## src/rtl/hash_arb_pkg.sv

```systemverilog
// Shared types and widths for the hash_phase arbiter.
// Holds the pass-sequencer state encoding and a saturating counter helper.
package hash_arb_pkg;

    localparam int DATA_W = 64;
    localparam int STAT_W = 32;

    typedef enum logic [1:0] {
        IDLE  = 2'd0,
        RUN   = 2'd1,
        DRAIN = 2'd2,
        DONE  = 2'd3
    } arb_state_e;

    function automatic logic [STAT_W-1:0] sat_inc(input logic [STAT_W-1:0] v);
        return (&v) ? v : v + STAT_W'(1);
    endfunction

endpackage

```

## src/rtl/hash_arb_tag_fifo.sv

```systemverilog
// In-order requester-ID FIFO; head is first-word-fall-through, 1-cycle push-to-head.
// Pushes while full and pops while empty are ignored.
module hash_arb_tag_fifo #(
    parameter int ID_W  = 2,
    parameter int DEPTH = 64
) (
    input  logic            clk,
    input  logic            rst,
    input  logic            push_i,
    input  logic [ID_W-1:0] push_dat_i,
    input  logic            pop_i,
    output logic            full_o,
    output logic            empty_o,
    output logic [ID_W-1:0] head_o
);

    localparam int AW = $clog2(DEPTH);

    logic [ID_W-1:0] mem_q [DEPTH];
    logic [AW:0]     wr_ptr_q;
    logic [AW:0]     rd_ptr_q;
    logic            do_push;
    logic            do_pop;

    // Extra pointer bit distinguishes full from empty when the indices match.
    assign empty_o = (wr_ptr_q == rd_ptr_q);
    assign full_o  = (wr_ptr_q[AW] != rd_ptr_q[AW]) &&
                     (wr_ptr_q[AW-1:0] == rd_ptr_q[AW-1:0]);
    assign head_o  = mem_q[rd_ptr_q[AW-1:0]];

    assign do_push = push_i && !full_o;
    assign do_pop  = pop_i && !empty_o;

    always_ff @(posedge clk or negedge rst) begin
        if (!rst) begin
            wr_ptr_q <= '0;
            rd_ptr_q <= '0;
        end else begin
            if (do_push) begin
                wr_ptr_q <= wr_ptr_q + (AW+1)'(1);
            end
            if (do_pop) begin
                rd_ptr_q <= rd_ptr_q + (AW+1)'(1);
            end
        end
    end

    always_ff @(posedge clk) begin
        if (do_push) begin
            mem_q[wr_ptr_q[AW-1:0]] <= push_dat_i;
        end
    end

endmodule

```

## src/rtl/hash_arbiter.sv

```systemverilog
// Round-robin share of one hash_phase among NUM_REQ readers; admit is 0-cycle, return 1 cycle after pop.
// Admit stalls on hash_phase afull or full tag FIFO; return stalls head-of-line on the head lane's afull. Optional stats: HASH_ARB_STATS_EN.
module hash_arbiter
    import hash_arb_pkg::*;
#(
    parameter int NUM_REQ   = 4,
    parameter int ID_W      = 2,
    parameter int TAG_DEPTH = 64
) (
    input  logic                      clk,
    input  logic                      rst,
    input  logic                      start_in,
    output logic                      done,
    input  logic [NUM_REQ-1:0]        req_valid_in,
    input  logic [NUM_REQ-1:0]        req_last_in,
    input  logic [NUM_REQ*DATA_W-1:0] req_value_in,
    output logic [NUM_REQ-1:0]        req_ready_out,
    input  logic                      hp_afull_in,
    output logic                      hp_write_en_out,
    output logic [DATA_W-1:0]         hp_value_out,
    input  logic                      hp_empty_in,
    output logic                      hp_read_en_out,
    input  logic [DATA_W-1:0]         hp_value_in,
    input  logic [DATA_W-1:0]         hp_hash_in,
    input  logic [NUM_REQ-1:0]        out_afull_in,
    output logic                      out_valid_out,
    output logic [ID_W-1:0]           out_id_out,
    output logic [DATA_W-1:0]         out_value_out,
    output logic [DATA_W-1:0]         out_hash_out
`ifdef HASH_ARB_STATS_EN
    ,
    output logic [NUM_REQ*STAT_W-1:0] stat_admit_out,
    output logic [STAT_W-1:0]         stat_stall_out
`endif
);

    arb_state_e          state_q;
    logic                done_q;
    logic [ID_W-1:0]     rr_q;
    logic [NUM_REQ-1:0]  fin_q;

    logic                gnt_vld;
    logic [ID_W-1:0]     gnt_id;
    logic [ID_W-1:0]     rr_d;
    logic                can_admit;
    logic                admit;

    logic                tag_full;
    logic                tag_empty;
    logic [ID_W-1:0]     tag_head;

    logic                out_valid_q;
    logic [ID_W-1:0]     out_id_q;
    logic [DATA_W-1:0]   out_value_q;
    logic [DATA_W-1:0]   out_hash_q;

    function automatic logic [ID_W-1:0] lane_at(input logic [ID_W-1:0] base, input int off);
        int s;
        s = (int'(base) + off) % NUM_REQ;
        return ID_W'(s);
    endfunction

    // Scan from the farthest offset down so the nearest eligible lane wins.
    always_comb begin
        gnt_vld = 1'b0;
        gnt_id  = '0;
        for (int k = NUM_REQ - 1; k >= 0; k--) begin
            if (req_valid_in[lane_at(rr_q, k)] && !fin_q[lane_at(rr_q, k)]) begin
                gnt_vld = 1'b1;
                gnt_id  = lane_at(rr_q, k);
            end
        end
    end

    assign can_admit = (state_q == RUN) && !hp_afull_in && !tag_full;
    assign admit     = can_admit && gnt_vld;
    assign rr_d      = lane_at(gnt_id, 1);

    always_comb begin
        req_ready_out = '0;
        if (admit) begin
            req_ready_out[gnt_id] = 1'b1;
        end
    end

    assign hp_write_en_out = admit;
    assign hp_value_out    = admit ? req_value_in[int'(gnt_id)*DATA_W +: DATA_W] : '0;

    // An empty tag FIFO blocks the pop even if hash_phase claims data.
    assign hp_read_en_out = !hp_empty_in && !tag_empty && !out_afull_in[tag_head];

    hash_arb_tag_fifo #(
        .ID_W  (ID_W),
        .DEPTH (TAG_DEPTH)
    ) u_tag_fifo (
        .clk        (clk),
        .rst        (rst),
        .push_i     (admit),
        .push_dat_i (gnt_id),
        .pop_i      (hp_read_en_out),
        .full_o     (tag_full),
        .empty_o    (tag_empty),
        .head_o     (tag_head)
    );

    always_ff @(posedge clk or negedge rst) begin
        if (!rst) begin
            state_q <= IDLE;
            done_q  <= 1'b0;
            rr_q    <= '0;
            fin_q   <= '0;
        end else begin
            if (admit) begin
                rr_q <= rr_d;
                if (req_last_in[gnt_id]) begin
                    fin_q[gnt_id] <= 1'b1;
                end
            end
            case (state_q)
                IDLE, DONE: begin
                    if (start_in) begin
                        state_q <= RUN;
                        done_q  <= 1'b0;
                        fin_q   <= '0;
                    end
                end
                RUN: begin
                    if (&fin_q) begin
                        state_q <= DRAIN;
                    end
                end
                DRAIN: begin
                    if (tag_empty && hp_empty_in) begin
                        state_q <= DONE;
                        done_q  <= 1'b1;
                    end
                end
                default: begin
                    state_q <= IDLE;
                    done_q  <= 1'b0;
                end
            endcase
        end
    end

    always_ff @(posedge clk or negedge rst) begin
        if (!rst) begin
            out_valid_q <= 1'b0;
            out_id_q    <= '0;
            out_value_q <= '0;
            out_hash_q  <= '0;
        end else begin
            out_valid_q <= hp_read_en_out;
            if (hp_read_en_out) begin
                out_id_q    <= tag_head;
                out_value_q <= hp_value_in;
                out_hash_q  <= hp_hash_in;
            end
        end
    end

    assign done          = done_q;
    assign out_valid_out = out_valid_q;
    assign out_id_out    = out_id_q;
    assign out_value_out = out_value_q;
    assign out_hash_out  = out_hash_q;

`ifdef HASH_ARB_STATS_EN
    logic [NUM_REQ-1:0][STAT_W-1:0] stat_admit_q;
    logic [STAT_W-1:0]              stat_stall_q;
    logic                           start_acc;

    assign start_acc = start_in && ((state_q == IDLE) || (state_q == DONE));

    always_ff @(posedge clk or negedge rst) begin
        if (!rst) begin
            stat_admit_q <= '0;
            stat_stall_q <= '0;
        end else begin
            for (int i = 0; i < NUM_REQ; i++) begin
                if (start_acc) begin
                    stat_admit_q[i] <= '0;
                end else if (admit && (int'(gnt_id) == i)) begin
                    stat_admit_q[i] <= sat_inc(stat_admit_q[i]);
                end
            end
            if (((state_q == RUN) || (state_q == DRAIN)) && (|req_valid_in) && !admit) begin
                stat_stall_q <= sat_inc(stat_stall_q);
            end
        end
    end

    assign stat_admit_out = stat_admit_q;
    assign stat_stall_out = stat_stall_q;
`endif

endmodule
```

## config.mk

```make
export PLATFORM = sky130hd
export DESIGN_NAME = hash_arbiter
export DESIGN_NICKNAME = d
export VERILOG_FILES = /design/src/rtl/hash_arb_pkg.sv /design/src/rtl/hash_arb_tag_fifo.sv /design/src/rtl/hash_arbiter.sv
export SDC_FILE = /design/constraint.sdc
export NUM_CORES = 1
export LEC_CHECK = 0
export CAP_MARGIN = 0
export CORE_AREA = 3 3 234 236
export DETAILED_ROUTE_END_ITERATION = 10
export DIE_AREA = 0 0 237 239
export SLEW_MARGIN = 40
export SYNTH_ARGS = -nofsm -noshare
export SYNTH_HDL_FRONTEND = slang
export SYNTH_SLANG_ARGS = --single-unit
export TNS_END_PERCENT = 10
```

## constraint.sdc

```tcl
create_clock -name clk -period 7.9 [get_ports clk]
set_clock_uncertainty 0.1 [all_clocks]
set_input_delay 0.79 -clock clk [delete_from_list [all_inputs] [get_ports clk]]
set_output_delay 0.79 -clock clk [all_outputs]
set_load 0.01 [all_outputs]
```

* Word level (Yosys, flattened, before mapping)
Memory sizes are Yosys's and may differ from the RTL's.
Cells that the tools add are included.
** Word-level totals
- Register bits :: 154
- Bits in writable memories :: 128
- Input bits :: 401
- Output and inout bits :: 202
- Logic and storage cells :: 109
- Memories kept :: 1
** Memory list
- u_tag_fifo.mem_q :: words 64, width 2, rd ports 1, clocked after Yosys merged registers in 0, write ports 1, line hash_arb_tag_fifo.sv:19 : logic [ID_W-1:0] mem_q [DEPTH];
** Operators by class
- Add/sub/neg operators :: 6
- Order comparisons :: 7
- Equality and inequality tests :: 9
- Shift operators :: 1
- Multiplexer cells :: 45
- Bitwise gates (word level) :: 1
- Reduce and logical (&&, ||, !) cells :: 29
** Operator list (count)
- variable part select 256 x 9 -> 64 bit :: 1
- two-way mux 64 bit :: 1
- binary-select mux 1 bit (select 2 bit) :: 10
- two-way mux 4 bit :: 5
- two-way mux 1 bit :: 19
- less-than comparator 2 x 3 -> 1 bit, second input constant :: 6
- adder 7 x 1 -> 7 bit, second input constant :: 2
- logical AND 1 bit :: 14
- two-way mux 2 bit :: 7
- zero test 1 bit :: 9
- equality test 7 bit :: 1
- equality test 6 bit :: 1
- case mux 2 bit (3 select lines) :: 1
- AND reduction 3 bit :: 2
- adder 2 x 1 -> 2 bit, second input constant :: 2
- adder 2 bit, second input constant :: 2
- equality test 2 bit, second input constant :: 2
- inequality test 2 bit, second input constant :: 2
- OR 4 bit :: 1
- AND reduction 4 bit :: 1
- demux 1 bit (select 2 bit) :: 1
- equality test 2 x 1 -> 1 bit, second input constant :: 1
- greater-or-equal comparator 2 x 1 -> 1 bit, second input constant :: 1
- zero test 2 bit :: 1
- other kinds (5) :: 5

* Depth between registers and ports, before layout
- Word-level depth :: 18
- Mapped depth :: 15

* By module
From an unflattened synthesis, not the netlist that was laid out.
** Second synthesis, totals
- Cell total of the unflattened synthesis :: 973
- Area, all modules :: 13877.1 sq um
** Modules (own cells, without submodules)
- hash_arbiter :: times used 1, cells each 591, area each 7778.7 sq um
- hash_arb_tag_fifo :: times used 1, cells each 382, area each 6098.3 sq um

* Worst setup path before layout
OpenSTA, ideal clock, no wires.
- Path kind :: in2out
- Start :: input port req_valid_in[1]
- End :: output port hp_value_out[55]
- Arrival :: 3.587 ns
- Required time :: 7.010 ns
- Setup slack :: 3.423 ns
- Stages on the path :: 9
- Path buffers :: 2
- Cell sequence :: nand2b_1 > o21ai_0 > nand2_1 > a21oi_1 > a21oi_1 > clkbuf_1 > buf_1 > a211oi_1 > a211oi_1
** On the way
- Cells in the longest elaborated chain, start to end :: 9
** Ends and longest elaborated chain
- from (decl) :: line hash_arbiter.sv:14 : input logic [NUM_REQ-1:0] req_valid_in,
- binary-select mux 1 bit (select 2 bit) :: line hash_arbiter.sv:68 : if (req_valid_in[lane_at(rr_q, k)] && !fin_q[lane_at(rr_q, k)]) begin
- two-way mux 1 bit (not written as such) :: line hash_arbiter.sv:68
- logical AND 1 bit :: line hash_arbiter.sv:68
- two-way mux 2 bit (3 in series) :: line hash_arbiter.sv:68
- two-way mux 2 bit * :: line hash_arbiter.sv:68
- via gnt_id[1] :: line hash_arbiter.sv:43 : logic [ID_W-1:0] gnt_id;
- variable part select 256 x 9 -> 64 bit * :: line hash_arbiter.sv:87 : assign hp_value_out = admit ? req_value_in[int'(gnt_id)*DATA_W +: DATA_W] : '0;
- two-way mux 64 bit * :: line hash_arbiter.sv:87
- to (decl) :: line hash_arbiter.sv:20 : output logic [DATA_W-1:0] hp_value_out,
The timed path passes the listed nets; every way through them passes the cells marked *. The select of a mux whose other input is x is not followed.

* Worst setup path in the final report
- Start :: register u_tag_fifo.rd_ptr_q[1]
- End :: output port hp_read_en_out
** On the way
- Cells in the longest elaborated chain, start to end :: 5
** Ends and longest elaborated chain
- from (decl) :: line hash_arb_tag_fifo.sv:21 : logic [AW:0] rd_ptr_q;
- from (signal assigned) :: line hash_arb_tag_fifo.sv:43 : rd_ptr_q <= rd_ptr_q + (AW+1)'(1);
- memory read (64 x 2 bit)
- binary-select mux 1 bit (select 2 bit) :: line hash_arbiter.sv:90 : assign hp_read_en_out = !hp_empty_in && !tag_empty && !out_afull_in[tag_head];
- two-way mux 1 bit (not written as such) :: line hash_arbiter.sv:90
- zero test 1 bit :: line hash_arbiter.sv:90
- logical AND 1 bit * :: line hash_arbiter.sv:90
- to (decl) :: line hash_arbiter.sv:22 : output logic hp_read_en_out,
Every way passes the cells marked *; elsewhere a longest branch is shown, timed or not. The select of a mux whose other input is x is not followed.

==> flow_summary.html <==
<table>
<tr><th>Metric</th><th>Value</th></tr>
<tr><th colspan="2">Timing</th></tr>
<tr><td>Post-route minimum period</td><td>5.55 ns</td></tr>
<tr><td>Tightest Pin Transition</td><td>0.824 ns</td></tr>
<tr><td>Total setup violations reported at the end of the flow</td><td>0</td></tr>
<tr><td>Worst relative slew slack</td><td>0.450</td></tr>
<tr><td>Final Max Slew Viols</td><td>0</td></tr>
<tr><td>Final period utilization</td><td>0.703</td></tr>
<tr><td>Setup repair after global routing missed its margin</td><td>no</td></tr>
<tr><td>Setup TNS</td><td>0 ns</td></tr>
<tr><td>Maximum operating frequency</td><td>180 MHz</td></tr>
<tr><td>Fin. Hold Viols</td><td>0</td></tr>
<tr><th colspan="2">Route</th></tr>
<tr><td>Number of vias after detailed routing</td><td>11100</td></tr>
<tr><td>Number of nets still failing antenna checks after routing</td><td>0</td></tr>
<tr><td>1st-pass router iterations</td><td>5</td></tr>
<tr><td>Count of unresolved DRC violations after routing</td><td>0</td></tr>
<tr><td>Routed wire length</td><td>53.8 mm</td></tr>
<tr><td>Drt via density</td><td>4.74</td></tr>
<tr><td>Average detailed-routed wire length per instance</td><td>23.1 um</td></tr>
<tr><td>Initial DRC count</td><td>642</td></tr>
<tr><th colspan="2">Place</th></tr>
<tr><td>RD Place Congestion</td><td>0.873</td></tr>
<tr><td>Number of buffer cells added on primary ports</td><td>602</td></tr>
<tr><td>Standard cell area after detailed placement</td><td>20700 um^2</td></tr>
<tr><td>Half-perimeter wire length after detailed placement</td><td>41.0 mm</td></tr>
<tr><th colspan="2">Clock tree</th></tr>
<tr><td>Clock Latency Late Sink</td><td>0.53 ns</td></tr>
<tr><td>Root Buffer</td><td>clkbuf_16</td></tr>
<tr><td>TritonCTS buffer count</td><td>35</td></tr>
<tr><td>Post-cts sizing count</td><td>0</td></tr>
<tr><td>Number of buffers added for setup after CTS</td><td>0</td></tr>
<tr><td>Buffer depth of the longest clock path</td><td>3</td></tr>
<tr><td>Hold_buf cts</td><td>0</td></tr>
<tr><td>Clock-pin slew reported for the worst setup and hold paths after clock tree synthesis</td><td>0.05 ns</td></tr>
<tr><td>TritonCTS clock tree</td><td>done</td></tr>
<tr><td>Level count of the clock H-tree</td><td>2</td></tr>
<tr><td>Number of sinks on the clock net</td><td>282</td></tr>
<tr><th colspan="2">Logic synthesis</th></tr>
<tr><td>Number of flops mapped to enable cells by yosys</td><td>128</td></tr>
<tr><td>Portion of netlist area occupied by mux cells</td><td>0.235</td></tr>
<tr><td>Post-Synth Adder-Cell Area</td><td>0.00446</td></tr>
<tr><td>Ys Warns</td><td>0</td></tr>
<tr><td>Compound-gate portion of the synthesized area</td><td>0.0868</td></tr>
<tr><td>Gate count after technology mapping</td><td>1040</td></tr>
<tr><td>Net count after synthesis</td><td>1446</td></tr>
<tr><td>Largest family of logic cells by synthesized area</td><td>multiplexers</td></tr>
<tr><td>Post-synth design cell area</td><td>14000 um^2</td></tr>
<tr><td>Synth Area in Simple Gates</td><td>0.0820</td></tr>
<tr><td>Post-synthesis register bit count</td><td>282</td></tr>
<tr><td>Synthesized area divided by synthesized cell count</td><td>13.5 um^2</td></tr>
<tr><td>Distinct cells, synth</td><td>48</td></tr>
<tr><td>Most common flop cell mapped by yosys</td><td>dfrtp_1</td></tr>
<tr><td>Xor-xnor portion of the synthesized cell area</td><td>0.0119</td></tr>
<tr><td>Sequential area share after synthesis</td><td>0.549</td></tr>
<tr><td>Async SR Flop Fraction</td><td>0.546</td></tr>
<tr><th colspan="2">GRT</th></tr>
<tr><td>Sum of overflow across all layers after global routing</td><td>0</td></tr>
<tr><td>Number of antenna violations at the first check in global routing</td><td>7</td></tr>
<tr><td>Wire length of the first global-routing pass</td><td>77.5 mm</td></tr>
<tr><td>Via count of the first global-routing pass</td><td>11600</td></tr>
<tr><td>Maximum number of pins on one net before global-route repair</td><td>81</td></tr>
<tr><td>Combined global-route utilization of all metal layers</td><td>0.181</td></tr>
<tr><th colspan="2">Pwr</th></tr>
<tr><td>Static leakage</td><td>8.30 nW</td></tr>
<tr><td>Total power density per cell area</td><td>385 nW/um^2</td></tr>
<tr><td>Worst VDD drop</td><td>0.000343 V</td></tr>
<tr><th colspan="2">Floorplan</th></tr>
<tr><td>Starting Density</td><td>0.266</td></tr>
<tr><td>Area inside the core boundary</td><td>52700 um^2</td></tr>
<tr><td>Die ar.</td><td>56600 um^2</td></tr>
<tr><td>Top-level port count</td><td>603</td></tr>
<tr><td>Width of the chip</td><td>237 um</td></tr>
<tr><td>Height of the die</td><td>239 um</td></tr>
<tr><td>Number of placement rows</td><td>84</td></tr>
<tr><th colspan="2">Cells and area</th></tr>
<tr><td>Area of all placed cells without fillers</td><td>21900 um^2</td></tr>
<tr><td>Net count reported at finish</td><td>2018</td></tr>
<tr><td>Layout Area Growth over Synthesis</td><td>56.3%</td></tr>
<tr><td>Share of final-layout standard cells stronger than drive strength 1</td><td>0.153</td></tr>
<tr><th colspan="2">Job</th></tr>
<tr><td>Number of maximum-capacitance constraint violations</td><td>0</td></tr>
<tr><th colspan="2">Hold path</th></tr>
<tr><td>Worst min-delay path category</td><td>in2async</td></tr>
<tr><th colspan="2">Run status</th></tr>
<tr><td>Run status</td><td>finished clean</td></tr>
<tr><th colspan="2">Worst setup path</th></tr>
<tr><td>Start-to-end type of the worst setup path</td><td>reg2out</td></tr>
<tr><td>Worst setup SP type</td><td>flop</td></tr>
<tr><td>CP max FO</td><td>41</td></tr>
<tr><td>Endpoint arrival time on the critical path</td><td>4.66 ns</td></tr>
<tr><td>Crit end category</td><td>primary output</td></tr>
<tr><td>Data required time of the critical path</td><td>7.01 ns</td></tr>
<tr><td>Register-to-register setup slack</td><td>2.72 ns</td></tr>
</table>
## placed cells by master (no fill, tap or decap), drive strengths merged, types with 17 or more instances in the layout
| master | synthesis | layout |
|---|---|---|
| a21oi | 18 | 18 |
| nor2b | 74 | 74 |
| mux2i | 81 | 81 |
| a211oi | 130 | 130 |
| nand2 | 26 | 26 |
| clkbuf | 46 | 48 |
| nand3 | 17 | 17 |
| mux2 | 134 | 134 |
| dfrtp | 154 | 154 |
| nor2 | 80 | 80 |
| mux4 | 30 | 30 |
| edfxtp | 128 | 128 |
| clkdlybuf4s50 | 0 | 601 |
## cells by family after synthesis
family	Yosys count
AOI/OAI and AO/OA	171
xor gates and xnor gates	19
adders and majority gates	5
buffers and inverters	91
DFF	282
muxes	245
and+or+nand+nor	227
## state kept, by name (all words and copies together), names as in the netlist
signal	cells
done	1
u_tag_fifo.wr_ptr_q	7
state_q	2
out_id_out	2
u_tag_fifo.mem_q	128
rr_q	2
out_valid_out	1
out_hash_out	64
u_tag_fifo.rd_ptr_q	7
out_value_out	64
fin_q	4
## worst paths after layout
path | to | start | cells after the start
worst max-delay path | hp_read_en_out | u_tag_fifo.rd_ptr_q[1] | 11
worst min register to register | u_tag_fifo.wr_ptr_q[6] | u_tag_fifo.wr_ptr_q[6] | 1
worst min-delay path | out_value_out[10] | rst | 1
max in group asynchronous | u_tag_fifo.rd_ptr_q[1] | rst | 2
min in group clk | u_tag_fifo.wr_ptr_q[6] | u_tag_fifo.wr_ptr_q[6] | 1
worst max register to register | out_hash_out[46] | u_tag_fifo.rd_ptr_q[1] | 12
## stage by stage
step                      worst slack [ns]  utilization  hold slack, ns  instances  total power [mW]
after floorplan                       3.42            -           0.362       1040              5.14
after global placement                2.25        0.392           0.387       2262              6.77
after detailed placement              2.62        0.393           0.392       2262              6.83
after CTS                             2.07        0.416           0.231       2326              8.55
after global routing                  2.03        0.416           0.230       2330              8.91
final                                 2.35        0.416           0.208       2332              8.44
## Yosys cell counts (all sizes together) (2+ instances only)
cell	instances	area (um^2)
a211oi	130	976
a21oi	18	90.1
a22oi	3	22.5
and2	3	18.8
and3	4	25.0
buf	36	229
clkbuf	46	173
dfrtp	154	3850
edfxtp	128	3840
ha	5	62.6
inv	9	33.8
mux2	134	1810
mux2i	81	811
mux4	30	676
nand2	26	100
nand2b	4	25.0
nand3	17	90.1
nand3b	3	22.5
nand4	8	50.1
nor2	80	300
nor2b	74	463
o21ai	11	55.1
or2	2	12.5
xnor2	12	105
xor2	7	61.3
## power breakdown
| part | switching [mW] | total, mW | internal, mW |
|---|---|---|---|
| Combinational | 1.98 | 4.38 | 2.39 |
| Clock | 0.648 | 1.66 | 1.02 |
| Sequential | 0.330 | 2.40 | 2.07 |
| Total | 2.96 | 8.44 | 5.48 |
## final cells by class
cell class                      count  area, um^2
Fill cell                        4937       30700
Sequential cell                   282        7700
Timing Repair Buffer              617        6170
Multi-Input combinational cell    667        5930
Clock buffer                       46         978
Tap cell                          688         861
Clock inverter                     18         231
Inverter                            9        33.8
Antenna cell                        5        12.5
## worst max-delay path, cell delays in order (launching register included)
cell,delay (ns)
dfrtp_2,0.67
buf_4,0.42
mux4_2,0.55
mux2_2,0.28
nand3b_1,0.11
nand3_1,0.10
o21ai_0,0.19
nand3_1,0.12
nand3_1,0.22
nand3_4,0.61
inv_1,0.26
clkdlybuf4s50_1,0.57
## per-layer routing
metal | vias to the layer above | track usage | share of wire
met5 | - | 0 | 0.00024
met4 | 2 | 0.0603 | 0.028
met3 | 75 | 0.0571 | 0.090
met2 | 554 | 0.298 | 0.48
met1 | 5374 | 0.227 | 0.40
li1 | 5059 | - | -
Power figures use the tool's default switching activity.
